$ cat config.mk
export PLATFORM = sky130hd
export DESIGN_NAME = seg_ctrl_buttons
export DESIGN_NICKNAME = d
export VERILOG_FILES = /design/src/rtl/seg_ctrl_pkg.sv /design/src/rtl/button_debounce.sv /design/src/rtl/seg_ctrl_buttons.sv
export SDC_FILE = /design/constraint.sdc
export NUM_CORES = 1
export LEC_CHECK = 0
export ABC_AREA = 0
export CAP_MARGIN = 10
export CELL_PAD_IN_SITES_DETAIL_PLACEMENT = 0
export CELL_PAD_IN_SITES_GLOBAL_PLACEMENT = 1
export CORE_MARGIN = 4
export CORE_UTILIZATION = 45
export CTS_CLUSTER_SIZE = 40
export DETAILED_ROUTE_END_ITERATION = 7
export GPL_TIMING_DRIVEN = 0
export PLACE_DENSITY = 0.83
export SLEW_MARGIN = 15
export SYNTH_ARGS = -nofsm -noshare
export SYNTH_HDL_FRONTEND = slang
export SYNTH_SLANG_ARGS = --single-unit
$ cat constraint.sdc
create_clock -name clk -period 1.61 [get_ports clk]
set_input_delay 0.322 -clock clk [delete_from_list [all_inputs] [get_ports clk]]
set_output_delay 0.322 -clock clk [all_outputs]
set_load 0.05 [all_outputs]
$ cat src/rtl/seg_ctrl_pkg.sv
// Shared constants and types for the chaser button control stage.
// Holds the config bundle, its reset defaults and the saturating speed step.
package seg_ctrl_pkg;

    localparam int SPEED_W = 3;

    localparam logic [SPEED_W-1:0] SPEED_MAX = 3'd7;
    localparam logic [SPEED_W-1:0] SPEED_MIN = 3'd0;

    localparam logic DIR_RESET    = 1'b1;
    localparam logic TAIL_RESET   = 1'b1;
    localparam logic INVERT_RESET = 1'b0;

    typedef struct packed {
        logic [SPEED_W-1:0] speed;
        logic               direction;
        logic               tail;
        logic               invert;
    } cfg_t;

    // Opposing presses cancel; both ends saturate.
    function automatic logic [SPEED_W-1:0] speed_next(
        input logic [SPEED_W-1:0] cur,
        input logic               up,
        input logic               down
    );
        logic [SPEED_W-1:0] nxt;
        nxt = cur;
        if (up && !down && cur != SPEED_MAX) begin
            nxt = cur + 1'b1;
        end else if (down && !up && cur != SPEED_MIN) begin
            nxt = cur - 1'b1;
        end
        return nxt;
    endfunction

endpackage

$ cat src/rtl/button_debounce.sv
// One button: 2-flop synchroniser, stable-count debounce,
// and a one-cycle pulse on the debounced rising edge.
module button_debounce #(
    parameter int DEBOUNCE_CYCLES = 4096,
    parameter int DEBOUNCE_WIDTH  = 13
) (
    input  logic clk,
    input  logic reset,
    input  logic raw,
    output logic level,
    output logic press
);

    localparam logic [DEBOUNCE_WIDTH-1:0] COUNT_LAST =
        DEBOUNCE_WIDTH'(DEBOUNCE_CYCLES - 1);

    logic                      sync1;
    logic                      sync2;
    logic                      deb_q;
    logic [DEBOUNCE_WIDTH-1:0] count;

    always_ff @(posedge clk) begin
        if (reset) begin
            sync1 <= 1'b0;
            sync2 <= 1'b0;
            level <= 1'b0;
            deb_q <= 1'b0;
            count <= '0;
        end else begin
            sync1 <= raw;
            sync2 <= sync1;
            deb_q <= level;
            // Any agreeing cycle restarts the stability window.
            if (sync2 == level) begin
                count <= '0;
            end else if (count == COUNT_LAST) begin
                level <= sync2;
                count <= '0;
            end else begin
                count <= count + 1'b1;
            end
        end
    end

    assign press = level & ~deb_q;

endmodule

$ cat src/rtl/seg_ctrl_buttons.sv
// Button front end for the 7-segment chaser: five debounced buttons
// drive the registered speed/direction/tail/invert configuration.
module seg_ctrl_buttons
    import seg_ctrl_pkg::*;
#(
    parameter int                 DEBOUNCE_CYCLES = 4096,
    parameter int                 DEBOUNCE_WIDTH  = 13,
    parameter logic [SPEED_W-1:0] SPEED_RESET     = 3'd3
) (
    input  logic               clk,
    input  logic               reset,
    input  logic               btn_speed_up,
    input  logic               btn_speed_down,
    input  logic               btn_dir,
    input  logic               btn_tail,
    input  logic               btn_invert,
    output logic [SPEED_W-1:0] speed_level,
    output logic               direction,
    output logic               tail,
    output logic               led_invert,
    output logic               cfg_changed
);

    logic [4:0] raw;
    logic [4:0] press;
    cfg_t       cfg;
    cfg_t       cfg_nx;

    assign raw = {btn_invert, btn_tail, btn_dir,
                  btn_speed_down, btn_speed_up};

    for (genvar i = 0; i < 5; i++) begin : g_btn
        button_debounce #(
            .DEBOUNCE_CYCLES(DEBOUNCE_CYCLES),
            .DEBOUNCE_WIDTH (DEBOUNCE_WIDTH)
        ) u_deb (
            .clk  (clk),
            .reset(reset),
            .raw  (raw[i]),
            .level(),
            .press(press[i])
        );
    end

    always_comb begin
        cfg_nx           = cfg;
        cfg_nx.speed     = speed_next(cfg.speed, press[0], press[1]);
        cfg_nx.direction = cfg.direction ^ press[2];
        cfg_nx.tail      = cfg.tail ^ press[3];
        cfg_nx.invert    = cfg.invert ^ press[4];
    end

    always_ff @(posedge clk) begin
        if (reset) begin
            cfg.speed     <= SPEED_RESET;
            cfg.direction <= DIR_RESET;
            cfg.tail      <= TAIL_RESET;
            cfg.invert    <= INVERT_RESET;
            cfg_changed   <= 1'b0;
        end else begin
            cfg         <= cfg_nx;
            cfg_changed <= (cfg_nx != cfg);
        end
    end

    assign speed_level = cfg.speed;
    assign direction   = cfg.direction;
    assign tail        = cfg.tail;
    assign led_invert  = cfg.invert;

endmodule

==> results of run 1 <==
[layout make-up]
class	count	share of cell area [%]
clock buffers	10	3.13
clock inverters	6	1.08
flip-flops and latches	92	42.1
inverters	16	1.37
plain buffers	8	1.54
well taps	105	2.99
multi-input cells	288	44.5
repair buffers	16	3.24
[kinds of logic after synthesis]
| logic type | after synthesis | synth area share (%) |
|---|---|---|
| mux | 3 | 0.887 |
| flops | 92 | 48.4 |
| buf+inv | 24 | 3.28 |
| xor+xnor | 58 | 13.3 |
| simple gates | 206 | 29.0 |
| compound gates | 12 | 2.17 |
| fa+ha+maj | 9 | 2.96 |
[metal layers]
metal  part of all wire [%]  up-vias
met5                      0        -
met4                    1.8        0
met3                    2.8        9
met2                     44       18
met1                     51     1174
li1                       -     1393
[how the worst max path moves through the flow]
stage,slack (ps),cells past startpoint,endpoint,from
after global routing,-8,6,speed_level[1],speed_level[1]
after detailed placement,-440,5,speed_level[2],reset
final,70,1,speed_level[0],speed_level[0]
after CTS,2,1,tail,tail
after global placement,-440,5,speed_level[2],reset
after floorplan,10,5,speed_level[1],speed_level[0]
[where the power goes]
part	switching, mW	internal, mW	leakage (nW)
Clock	0.827	0.617	0.0933
Combinational	0.0616	0.0526	0.594
Sequential	0.0123	2.29	0.746
Total	0.901	2.96	1.43
[sequential cells by signal, summed over array words and instances, names as in the netlist]
name and flops:
speed_level 3, g_btn.u_deb.sync2 5, g_btn.u_deb.count 65, cfg_changed 1
led_invert 1, direction 1, g_btn.u_deb.sync1 5, g_btn.u_deb.deb_q 5
tail 1, g_btn.u_deb.level 5
[cells in the mapped netlist, drive strengths merged (2+ instances only)]
library cell	instances
a21oi	3
and3	5
buf	7
dfxtp	92
ha	9
inv	16
mux2	3
nand2	14
nand2b	9
nand3	25
nand3b	2
nand4	14
nor2	79
nor2b	17
nor3	20
nor3b	3
nor4	11
o21ai	2
o31ai	2
or2	4
or3	2
xnor2	43
xor2	15
[repair_timing]
| item | CTS | global route |
|---|---|---|
| resized for setup | 25 | 20 |
| setup endpoints to repair | 63 | 59 |
| pin swaps | 4 | 5 |
| setup buffers | 2 | 1 |
[stage by stage]
| step | setup WS, ps | cells | hold slack [ps] | total power [mW] | setup TNS (ps) |
|---|---|---|---|---|---|
| CTS | 1.55 | 540 | 437 | 3.93 | 0 |
| finish | 66.9 | 541 | 439 | 3.86 | 0 |
| global placement | -435 | 522 | 418 | 2.47 | -12540 |
| global route | -7.71 | 541 | 459 | 4.04 | -7.71 |
| floorplan | 10.7 | 404 | 403 | 2.43 | 0 |
| detailed placement | -442 | 522 | 423 | 2.47 | -12580 |
[cell usage in the layout (no fill, tap or decap), types with 10 or more instances in the layout]
cell,count
nor2b_1,17
nor3_1,18
nand3_1,21
nand2_1,14
nand4_1,10
nor2_1,79
clkbuf_8,10
inv_1,16
xnor2_1,43
dfxtp_1,83
xor2_1,15
[worst register-to-register path, stage by stage (launching register included)]
cell and delay (ps):
dfxtp_2 380, ha_4 150, nand4_1 160, nor4_4 360, mux2_2 360
==> flow_metrics.env, run 1 <==
export IMPL_track_usage_pct=13.6
export IMPL_vias_per_cell=4.79
export IMPL_hold_path_depth=1
export IMPL_grt_max_degree=17
export IMPL_slew_limit_headroom_pct=67.7
export IMPL_grtUsageMet1_pct=17.0
export IMPL_leakagePower_nw=1.43
export IMPL_multi_input_area_mm2=0.00196
export IMPL_coreArea_mm2=0.00822
export IMPL_insertion_delay_ps=360
export IMPL_path_cells="clkdlybuf4s15_1"
export IMPL_firstDrtPassIters=4
export IMPL_rows=33
export IMPL_critical_path_class="flip-flop to output port"
export IMPL_cts_root_buf="clkbuf_8"
export IMPL_cts_buffers_inserted=9
export IMPL_reg2reg_to="g_btn[3].u_deb.level"
export IMPL_fin_crit_sh_pct=95.8
export IMPL_cap_violations=0
export IMPL_r2r_start="g_btn[3].u_deb.count[0]"
export IMPL_hold_buffers=0
export IMPL_hold_path_class="flip-flop to flip-flop"
export IMPL_final_area_mm2=0.00440
export IMPL_seqCellArea_mm2=0.00185
export IMPL_cp_start_kind="flip-flop"
export IMPL_post_dp_cell_area_mm2=0.00407
export IMPL_synth_ff_type="dfxtp_1"
export IMPL_drv_slew=0
export IMPL_synth_top_area_share_pct=48.4
export IMPL_yosys_area_top_type="dfxtp_1"
export IMPL_post_route_min_period_ps=1540
export IMPL_drive_gt1_share_pct=14.9
export IMPL_ys_seq_area_share_pct=48.4
export IMPL_clk_pin_slew_ps=90
export IMPL_crit_family="buffers and inverters"
export IMPL_critPathBufInv=1
export IMPL_num_vias=2594
export IMPL_synth_cell_types=41
export IMPL_avgRoutedWirePerCell_um=11.4
export IMPL_drtIter0Drc=49
export IMPL_die_area_mm2=0.0100
export IMPL_drc=0
export IMPL_fmax_ghz=0.648
export IMPL_synth_area_leaders="dfxtp_1 48%, xnor2_1 9.9%, nor2_1 7.8%"
export IMPL_synth_area_mm2=0.00381
export IMPL_syn_area_per_cell_um2=9.43
export IMPL_initial_core_util_pct=46.4
export IMPL_fill_cells=759
export IMPL_post_route_util_pct=53.5
export IMPL_hold_violations=0
export IMPL_drtAntennaViolNets=0
export IMPL_die_w_um=100
export IMPL_n_antenna_cell=0
export IMPL_area_delta_synth_final_pct=15.5
export IMPL_syn_nets=420
export IMPL_outcome="finished, final reports clean"
export IMPL_dp_hpwl_mm=4.28
export IMPL_tightestPinTransition_ps=487
export IMPL_setup_viol=0
export IMPL_grt_antenna_before_repair=0
export IMPL_clockBufferDepth=2
export IMPL_cts_tree="yes"
export IMPL_synthCells=404
export IMPL_io_buffers=13
export IMPL_cp_slowest_cell="clkdlybuf4s15_1"
export IMPL_grt_pass1_vias=2519
export IMPL_ys_async_sr_fraction_pct=0
export IMPL_skew_ps=10.2
export IMPL_htree_num_levels=3
export IMPL_ir_worst_vdd_v=0.000541
export IMPL_critPathMaxStageDelay_ps=500
export IMPL_reg2regPathDepth=4
export IMPL_place_congestion=0.763
export IMPL_grt_util_met3_pct=4.52
export IMPL_rrSetupSlack_ps=90
export IMPL_hold_end="g_btn[2].u_deb.count[0]"
export IMPL_critPathCaptureType="output port"
export IMPL_die_height_um=100
export IMPL_ys_seq_elements=92
export IMPL_io_pins=14
export IMPL_power_density_mw_per_mm2=878
export IMPL_hold_path_startpoint="g_btn[2].u_deb.count[0]"
export IMPL_grt_pass1_wl_mm=10.9
export IMPL_arrival_ps=1220
export IMPL_grt_remaining_overflow=0
export IMPL_top_usage_layer="met2"
export IMPL_wirelength_mm=6.14
export IMPL_synth_edf_count=0
export IMPL_crit_required_ps=1290
export IMPL_grt_util_met2_pct=21.8
export IMPL_yosysWarnings=0
export IMPL_fin_nets=447
export IMPL_clock_sinks=92
export IMPL_critPathMaxFanout=5
No activity file was read; power rests on OpenSTA's default activity.
==> run 2, diff against run 1 <==
--- a/config.mk
+++ b/config.mk
@@ -10,11 +10,11 @@
 export CELL_PAD_IN_SITES_DETAIL_PLACEMENT = 0
 export CELL_PAD_IN_SITES_GLOBAL_PLACEMENT = 1
 export CORE_MARGIN = 4
-export CORE_UTILIZATION = 45
+export CORE_UTILIZATION = 47
 export CTS_CLUSTER_SIZE = 40
 export DETAILED_ROUTE_END_ITERATION = 7
 export GPL_TIMING_DRIVEN = 0
-export PLACE_DENSITY = 0.83
+export PLACE_DENSITY = 0.85
 export SLEW_MARGIN = 15
 export SYNTH_ARGS = -nofsm -noshare
 export SYNTH_HDL_FRONTEND = slang
==> flow_metrics.env, run 2 (synthesized netlist as in run 1, its figures left out) <==
export IMPL_coreArea_mm2=0.00781
export IMPL_cp_slowest_cell="dlygate4sd2_1"
export IMPL_area_delta_synth_final_pct=14.8
export IMPL_htree_num_levels=3
export IMPL_grt_pass1_vias=2514
export IMPL_initial_core_util_pct=48.8
export IMPL_critPathCaptureType="output port"
export IMPL_dp_hpwl_mm=4.32
export IMPL_hold_violations=0
export IMPL_drv_slew=0
export IMPL_power_frac_clock_pct=40.1
export IMPL_drive_gt1_share_pct=12.0
export IMPL_die_area_mm2=0.00961
export IMPL_mostFrequentLayoutCell="dfxtp_1"
export IMPL_r2r_start="g_btn[1].u_deb.count[0]"
export IMPL_critPathMaxStageDelay_ps=530
export IMPL_io_pins=14
export IMPL_drtIter0Drc=93
export IMPL_cts_tree="yes"
export IMPL_post_route_util_pct=56.0
export IMPL_firstDrtPassIters=4
export IMPL_grt_max_degree=14
export IMPL_die_w_um=98.0
export IMPL_rows=32
export IMPL_switchingPower_mw=0.791
export IMPL_outcome="finished, final reports clean"
export IMPL_fill_cells=704
export IMPL_critical_path_class="flip-flop to output port"
export IMPL_critical_path_startpoint="speed_level[0]"
export IMPL_crit_required_ps=1290
export IMPL_die_height_um=98.0
export IMPL_final_cell_mix="86 x dfxtp_1, 79 x nor2_1, 43 x xnor2_1, 22 x nand3_1, 19 x nor3_1"
export IMPL_top_register="g_btn.u_deb.count"
export IMPL_vias_per_cell=4.93
export IMPL_num_vias=2635
export IMPL_path_cells="dlygate4sd2_1"
export IMPL_grt_pass1_wl_mm=10.8
export IMPL_crit_family="buffers and inverters"
export IMPL_wirelength_mm=6.07
export IMPL_track_usage_pct=13.5
export IMPL_cp_start_kind="flip-flop"
export IMPL_cap_violations=0
export IMPL_io_buffers=13
export IMPL_multi_input_area_mm2=0.00194
export IMPL_hold_buffers=0
export IMPL_drc=0
export IMPL_clockBufferDepth=2
export IMPL_arrival_ps=1230
export IMPL_hold_path_class="flip-flop to flip-flop"
export IMPL_seqCellArea_mm2=0.00185
export IMPL_fmax_ghz=0.646
export IMPL_insertion_delay_ps=340
export IMPL_skew_ps=7.17
export IMPL_comb_power_share_pct=2.8
export IMPL_tns_ps=0
export IMPL_fin_crit_sh_pct=96.2
export IMPL_p_sw_share_pct=19.6
export IMPL_slew_limit_headroom_pct=67.5
export IMPL_grt_antenna_before_repair=0
export IMPL_cts_buffers_inserted=9
export IMPL_avgRoutedWirePerCell_um=11.4
export IMPL_internal_power_mw=3.25
export IMPL_critPathMaxFanout=5
export IMPL_clock_sinks=92
export IMPL_fin_nets=445
export IMPL_ir_worst_vdd_v=0.000467
export IMPL_hold_path_startpoint="g_btn[0].u_deb.sync1"
export IMPL_largest_reg_flops=65
export IMPL_clk_pin_slew_ps=80
export IMPL_n_antenna_cell=0
export IMPL_power_density_mw_per_mm2=923
export IMPL_setup_viol=0
export IMPL_drtAntennaViolNets=0
export IMPL_leakagePower_nw=1.44
export IMPL_critPathBufInv=1
export IMPL_post_route_min_period_ps=1550
export IMPL_seqPwrFrac_pct=57.1
export IMPL_tightestPinTransition_ps=489
export IMPL_place_congestion=0.759
export IMPL_grt_remaining_overflow=0
export IMPL_cts_root_buf="clkbuf_8"
run 2: cell types whose count changed in the layout (fill, tap and decap cells not counted), sizes merged:
cell / previous run / this run
buf: 10 / 8
clkinv: 3 / 0
inv: 18 / 16
bufinv: 0 / 2
clkdlybuf4s15: 4 / 2
dlymetal6s2s: 0 / 1
clkdlybuf4s50: 6 / 5
clkbuf: 13 / 15
dlygate4sd2: 1 / 3
clkinvlp: 1 / 0
run 2: cell type report:
cell class / count / area share (%)
repair buffers: 14 / 2.89
clock buffers: 12 / 3.32
inverters: 16 / 1.37
flip-flops and latches: 92 / 42.3
plain buffers: 8 / 1.55
multi-input cells: 288 / 44.3
clock inverters: 2 / 1.37
well taps: 102 / 2.92
run 2: what timing repair did:
action / 4_1_cts / 5_1_grt
gates resized for setup: 22 / 13
endpoints found under the setup margin: 59 / 61
setup buffers: 1 / 0
pin swaps: 3 / 5
run 2: worst paths after layout:
| kind | endpoint | depth (start not counted) | slack, ps |
|---|---|---|---|
| max | speed_level[0] | 1 | 60 |
| min | g_btn[0].u_deb.sync2 | 1 | 440 |
| max reg2reg | g_btn[1].u_deb.count[4] | 6 | 100 |
| min reg2reg | g_btn[0].u_deb.sync2 | 1 | 440 |
run 2: per-layer routing:
layer  wire [um]  vias up  global-route usage (%)
li1            -     1392                       -
met1        3040     1206                    16.9
met2        2780       28                    22.1
met3         154        9                    2.86
met4          97        0                    6.39
met5           0        -                       0
run 2: power groups by stage:
stage                     clock (mW)  combinational (mW)  sequential, mW
after floorplan                    0              0.0624            2.37
after global placement             0               0.111            2.36
after detailed placement           0               0.113            2.36
after CTS                       1.69               0.113            2.31
after global routing            1.77               0.127            2.31
final                           1.62               0.111            2.31
run 2: stage by stage:
step	worst slack, ps	cells	power, mW	hold WS [ps]	cell area [um^2]
2_1_floorplan	10.7	404	2.43	403	3810
3_3_place_gp	-438	519	2.47	417	4070
3_5_place_dp	-477	519	2.47	428	4070
4_1_cts	2.65	534	4.10	446	4330
5_1_grt	-13.0	534	4.20	465	4370
6_report	61.3	534	4.04	440	4370
